--- config.mk ---
export PLATFORM = sky130hd
export DESIGN_NAME = mem_arbiter
export DESIGN_NICKNAME = d
export VERILOG_FILES = /design/src/rtl/sap1_pkg.sv /design/src/rtl/mem_arb_watchdog.sv /design/src/rtl/mem_arbiter.sv
export SDC_FILE = /design/constraint.sdc
export NUM_CORES = 1
export LEC_CHECK = 0
export BUFFER_PORTS_ARGS = -buffer_cell sky130_fd_sc_hd__buf_2
export CORE_MARGIN = 8
export CORE_UTILIZATION = 44
export DETAILED_ROUTE_END_ITERATION = 6
export GPL_ROUTABILITY_DRIVEN = 0
export PLACE_DENSITY = 0.79
export SYNTH_ARGS = -nofsm -noshare
export SYNTH_HDL_FRONTEND = slang
export SYNTH_SLANG_ARGS = --single-unit
--- constraint.sdc ---
create_clock -name clk -period 1.79 [get_ports clk]
set_clock_uncertainty 0.2 [all_clocks]
set_input_delay 0.179 -clock clk [delete_from_list [all_inputs] [get_ports clk]]
set_output_delay 0.179 -clock clk [all_outputs]
set_load 0.01 [all_outputs]
--- src/rtl/sap1_pkg.sv ---
// Shared SAP-1 definitions: default bus widths and the RAM arbiter state encoding.
package sap1_pkg;

    localparam int SAP1_ADDR_W = 4;
    localparam int SAP1_DATA_W = 8;

    typedef enum logic [2:0] {
        ST_CPU,
        ST_DRAIN,
        ST_HOST_IDLE,
        ST_HOST_ACC,
        ST_HOST_DONE,
        ST_HANDBACK
    } arb_state_t;

endpackage

--- src/rtl/mem_arb_watchdog.sv ---
// Host idle watchdog: counts consecutive idle granted cycles and blocks re-grant until host_own drops.
module mem_arb_watchdog
    import sap1_pkg::*;
#(
    parameter int TIMEOUT_CYCLES = 255
) (
    input  logic       clk,
    input  logic       rst,
    input  arb_state_t state,
    input  logic       host_own,
    input  logic       host_valid,
    output logic       expire,
    output logic       rearm_block,
    output logic       host_timeout
);

    localparam int CNT_W = $clog2(TIMEOUT_CYCLES + 1);

    logic [CNT_W-1:0] idle_cnt;
    logic             idle_tick;

    // A release request takes priority over the watchdog, so only count while ownership is still held.
    assign idle_tick = (state == ST_HOST_IDLE) && host_own && !host_valid;
    assign expire    = idle_tick && (idle_cnt == CNT_W'(TIMEOUT_CYCLES - 1));

    always_ff @(posedge clk) begin
        if (rst) begin
            idle_cnt     <= '0;
            rearm_block  <= 1'b0;
            host_timeout <= 1'b0;
        end else begin
            host_timeout <= expire;
            if (!idle_tick || expire) begin
                idle_cnt <= '0;
            end else begin
                idle_cnt <= idle_cnt + CNT_W'(1);
            end
            if (!host_own) begin
                rearm_block <= 1'b0;
            end else if (expire) begin
                rearm_block <= 1'b1;
            end
        end
    end

endmodule

--- src/rtl/mem_arbiter.sv ---
// SAP-1 RAM arbiter between the CPU datapath and a host loader port.
// Optional host idle watchdog enabled by defining MEM_ARB_TIMEOUT_EN.
module mem_arbiter
    import sap1_pkg::*;
#(
    parameter int ADDR_W         = SAP1_ADDR_W,
    parameter int DATA_W         = SAP1_DATA_W,
    parameter int TIMEOUT_CYCLES = 255
) (
    input  logic              clk,
    input  logic              rst,
    input  logic [ADDR_W-1:0] cpu_addr,
    input  logic              cpu_idle,
    output logic              cpu_stall,
    output logic [DATA_W-1:0] cpu_rdata,
    input  logic              host_own,
    output logic              host_grant,
    input  logic              host_valid,
    input  logic              host_we,
    input  logic [ADDR_W-1:0] host_addr,
    input  logic [DATA_W-1:0] host_wdata,
    output logic              host_done,
    output logic [DATA_W-1:0] host_rdata,
    output logic              host_timeout,
    output logic [ADDR_W-1:0] mem_addr,
    output logic              mem_we,
    output logic [DATA_W-1:0] mem_wdata,
    input  logic [DATA_W-1:0] mem_rdata
);

    arb_state_t        state, state_nxt;
    logic              accept;
    logic              expire;
    logic              rearm_block;
    logic [ADDR_W-1:0] lat_addr;
    logic              lat_we;
    logic [DATA_W-1:0] lat_wdata;

    if (TIMEOUT_CYCLES < 1) begin : g_bad_timeout
        $error("mem_arbiter: TIMEOUT_CYCLES must be at least 1");
    end

`ifdef MEM_ARB_TIMEOUT_EN
    mem_arb_watchdog #(
        .TIMEOUT_CYCLES(TIMEOUT_CYCLES)
    ) u_watchdog (
        .clk         (clk),
        .rst         (rst),
        .state       (state),
        .host_own    (host_own),
        .host_valid  (host_valid),
        .expire      (expire),
        .rearm_block (rearm_block),
        .host_timeout(host_timeout)
    );
`else
    assign expire       = 1'b0;
    assign rearm_block  = 1'b0;
    assign host_timeout = 1'b0;
`endif

    always_ff @(posedge clk) begin
        if (rst) begin
            state <= ST_CPU;
        end else begin
            state <= state_nxt;
        end
    end

    always_comb begin
        state_nxt = state;
        accept    = 1'b0;
        case (state)
            ST_CPU: begin
                if (host_own && !rearm_block) state_nxt = ST_DRAIN;
            end
            ST_DRAIN: begin
                if (!host_own)     state_nxt = ST_CPU;
                else if (cpu_idle) state_nxt = ST_HOST_IDLE;
            end
            ST_HOST_IDLE: begin
                if (!host_own) begin
                    state_nxt = ST_HANDBACK;
                end else if (host_valid) begin
                    state_nxt = ST_HOST_ACC;
                    accept    = 1'b1;
                end else if (expire) begin
                    state_nxt = ST_HANDBACK;
                end
            end
            ST_HOST_ACC:  state_nxt = ST_HOST_DONE;
            ST_HOST_DONE: state_nxt = ST_HOST_IDLE;
            ST_HANDBACK:  state_nxt = ST_CPU;
            default:      state_nxt = ST_CPU;
        endcase
    end

    always_ff @(posedge clk) begin
        if (rst) begin
            lat_addr   <= '0;
            lat_we     <= 1'b0;
            lat_wdata  <= '0;
            host_rdata <= '0;
        end else begin
            if (accept) begin
                lat_addr  <= host_addr;
                lat_we    <= host_we;
                lat_wdata <= host_wdata;
            end
            if (state == ST_HOST_ACC && !lat_we) begin
                host_rdata <= mem_rdata;
            end
        end
    end

    assign cpu_stall  = (state != ST_CPU);
    assign host_grant = (state == ST_HOST_IDLE) || (state == ST_HOST_ACC) || (state == ST_HOST_DONE);
    assign host_done  = (state == ST_HOST_DONE);
    assign mem_addr   = (state == ST_HOST_ACC) ? lat_addr : cpu_addr;
    assign mem_wdata  = lat_wdata;
    // Gated by rst so an access interrupted by reset never reaches the RAM.
    assign mem_we     = (state == ST_HOST_ACC) && lat_we && !rst;
    assign cpu_rdata  = mem_rdata;

endmodule
==> metrics.cfg <==
[synthesis]
synth_area_um2=1170
synth_simple_gate_area_share_pct=25.6
synth_top_area_share_pct=41.2
synth_top_cell_by_area=dfxtp_1
synth_top_family_by_area=simple AND/OR/NAND/NOR gates
synth_xor_area_share_pct=0
synth_seq_cells=24
ys_seq_area_share_pct=41.2
yosysWarningCount=0
syn-mean-instance-area_um2=9.57
netlist_instances=122
syn_nets=152
synthTopCellsByArea=dfxtp_1 41%, mux2i_1 18%, nand2b_1 14%, buf_4 7.1%, mux2_2 3.9%
synth_compound_area_share_pct=0.965
synthMuxAreaShare_pct=21.9
synthAdderAreaFrac_pct=0
synth_cell_types=21

[cts]
clkLatencyLatePin_ns=0.31
root_buffer=clkbuf_4
numCtsBuffers=3
clock_sinks=24
htreeDepth=1
clk_pin_slew_ns=0.13
cts_tree=done
cts_buffer_depth=2

[critical_path]
cp-start-kind=flip-flop
rr_startpoint=state[2]
critical_path_buf_inv_count=1
crit_type=reg2out
worstPathCellList=nor2b_4 > nand2_4 > mux2_4 > buf_6
max_stage_delay_ns=0.37
r2r_cells=5
worstPathArrival_ns=1.38
reg2reg_to=host_rdata[7]
cp_max_fo=5
r2r_slack_ns=0.22
crit_family=flip-flops
crit_required_ns=1.41
slowest_stage=dfxtp_4
cp-end-kind=output pin

[die]
die_h_um=67.5
start_util_pct=46.7
die_area_um2=4560
core_um2=2500
rows=18
die_w_um=67.5
io-pin-count=63

[global_routing]
grt.overflow.total=0
grt_pass1_wl_um=5220
track_usage_pct=14.2
grt_pass1_vias=1134
grt_max_degree=27
antenna_found_initial=0

[route]
dr.pass1.iters=3
totalWireLength_um=3170
viasPerCell=4.64
ant_nets=0
drc_errors=0
vias=1062
routedWlPerCell_um=13.8
first_iter_violations=18

[hold_path]
hp-start=rst
hold_class=in2reg
hold_depth=2
worstHoldEndpoint=host_rdata[7]

[timing]
timing.final.crit_share_pct=98.1
hold_viol=0
period_minus_slack_ns=1.76
setup_viol=0
drv_slew=0
max_freq_mhz=570
rsz0062_at_grt=yes

[pwr]
p_per_area_nw_per_um2=564
peakVddDrop_v=0.000419
total_power_uw=997
p_leak_uw=0.000831

[cells_and_area]
seqCellArea_um2=489
multiInputGateArea_um2=603
area_delta_synth_final_pct=51.2
finalNetCount=230
drive_gt1_share_pct=40.7
fill_cells=172
design_area_um2=1770
antenna_cells=0

[flow_run]
drv_cap=0

[place]
postPlaceCellArea_um2=1430
dp_hpwl_um=2170
port-buffer-count=61

[run_status]
status=completed

-- kinds of logic (layout without fill, tap and decap cells) --
logic type	Yosys count	count (layout)
compound gates	2	2
flops	24	24
buf+inv	17	94
simple gates	53	53
mux	25	25
other cells	1	1
-- flip-flops by register name (all words and copies together) (netlist names) --
register / flops
mem_wdata: 8
host_rdata: 8
lat_addr: 4
lat_we: 1
state: 3
-- stage by stage --
stage | hold WS (ns) | instances | setup slack [ns] | util, % | setup TNS [ns]
after floorplan | 0.126 | 122 | 0.379 | - | 0
after global placement | 0.227 | 200 | 0.223 | 57.0 | 0
after detailed placement | 0.239 | 200 | 0.171 | 57.0 | 0
after CTS | 0.0299 | 227 | 0.00254 | 68.9 | 0
after global routing | 0.0476 | 229 | -0.0253 | 70.6 | -0.0925
final | 0.0303 | 229 | 0.0345 | 70.6 | 0
-- Yosys cell counts, drive strengths merged --
cell type	number
nand2b	27
nor2	11
and3	2
nor3	2
or3	1
mux2	4
or4b	1
conb	1
a31oi	1
buf	13
o21ai	1
nor2b	3
inv	1
dfxtp	24
clkbuf	3
nand2	5
mux2i	21
nor4bb	1
-- report_power, final --
part	internal (uW)	total, uW	switching, uW
logic	107	172	65.6
clock network	124	281	157
registers	538	543	5.69
total	768	997	229
-- final cells by class --
class                           count  share of cell area [%]
Clock buffer                        4                    2.06
Multi-Input combinational cell     81                    34.2
Tap cell                           30                    2.13
Inverter                            1                   0.213
Sequential cell                    24                    27.7
Timing Repair Buffer               89                    33.7
-- layout by cell type (no fill, tap or decap), drive strengths merged --
cell type / instances
mux2i: 21
mux2: 4
nor3: 2
nor2b: 3
clkbuf: 4
buf: 67
nor2: 11
and3: 2
or3: 1
dfxtp: 24
o21ai: 1
nor4bb: 1
inv: 1
a31oi: 1
dlygate4sd3: 22
or4b: 1
nand2: 5
conb: 1
nand2b: 27
-- metal layers --
layer / GRT usage [%] / vias to the layer above / wire (um)
met4: 2.61 / 0 / 0
met2: 24.7 / 45 / 1500
met1: 15.9 / 476 / 1300
met5: 0 / - / 0
li1: - / 541 / -
met3: 6.13 / 0 / 368
-- how the worst max path moves through the flow --
stage                   from     endpoint  cells after the start  slack, ns
floorplan           state[1]  lat_addr[0]                      5       0.38
global placement    state[1]  mem_addr[3]                      4       0.22
detailed placement  state[1]  mem_addr[1]                      4       0.17
CTS                 state[2]  mem_addr[1]                      4      0.003
global route        state[1]  mem_addr[2]                      4      -0.03
finish              state[1]  mem_addr[3]                      4       0.03
-- worst register-to-register path: stages, from the launching register on --
cell,delay [ns]
dfxtp_4,0.38
buf_4,0.15
nor4bb_2,0.25
buf_4,0.23
mux2i_1,0.22
nor2_1,0.05
-- repair_timing --
action / CTS / global route
resized for setup: 10 / 8
setup endpoints to repair: 5 / 4
hold buffers: 22 / 0
hold endpoints to repair: 22 / 0
setup buffers: 1 / 2
No activity file was read; power rests on OpenSTA's default activity.
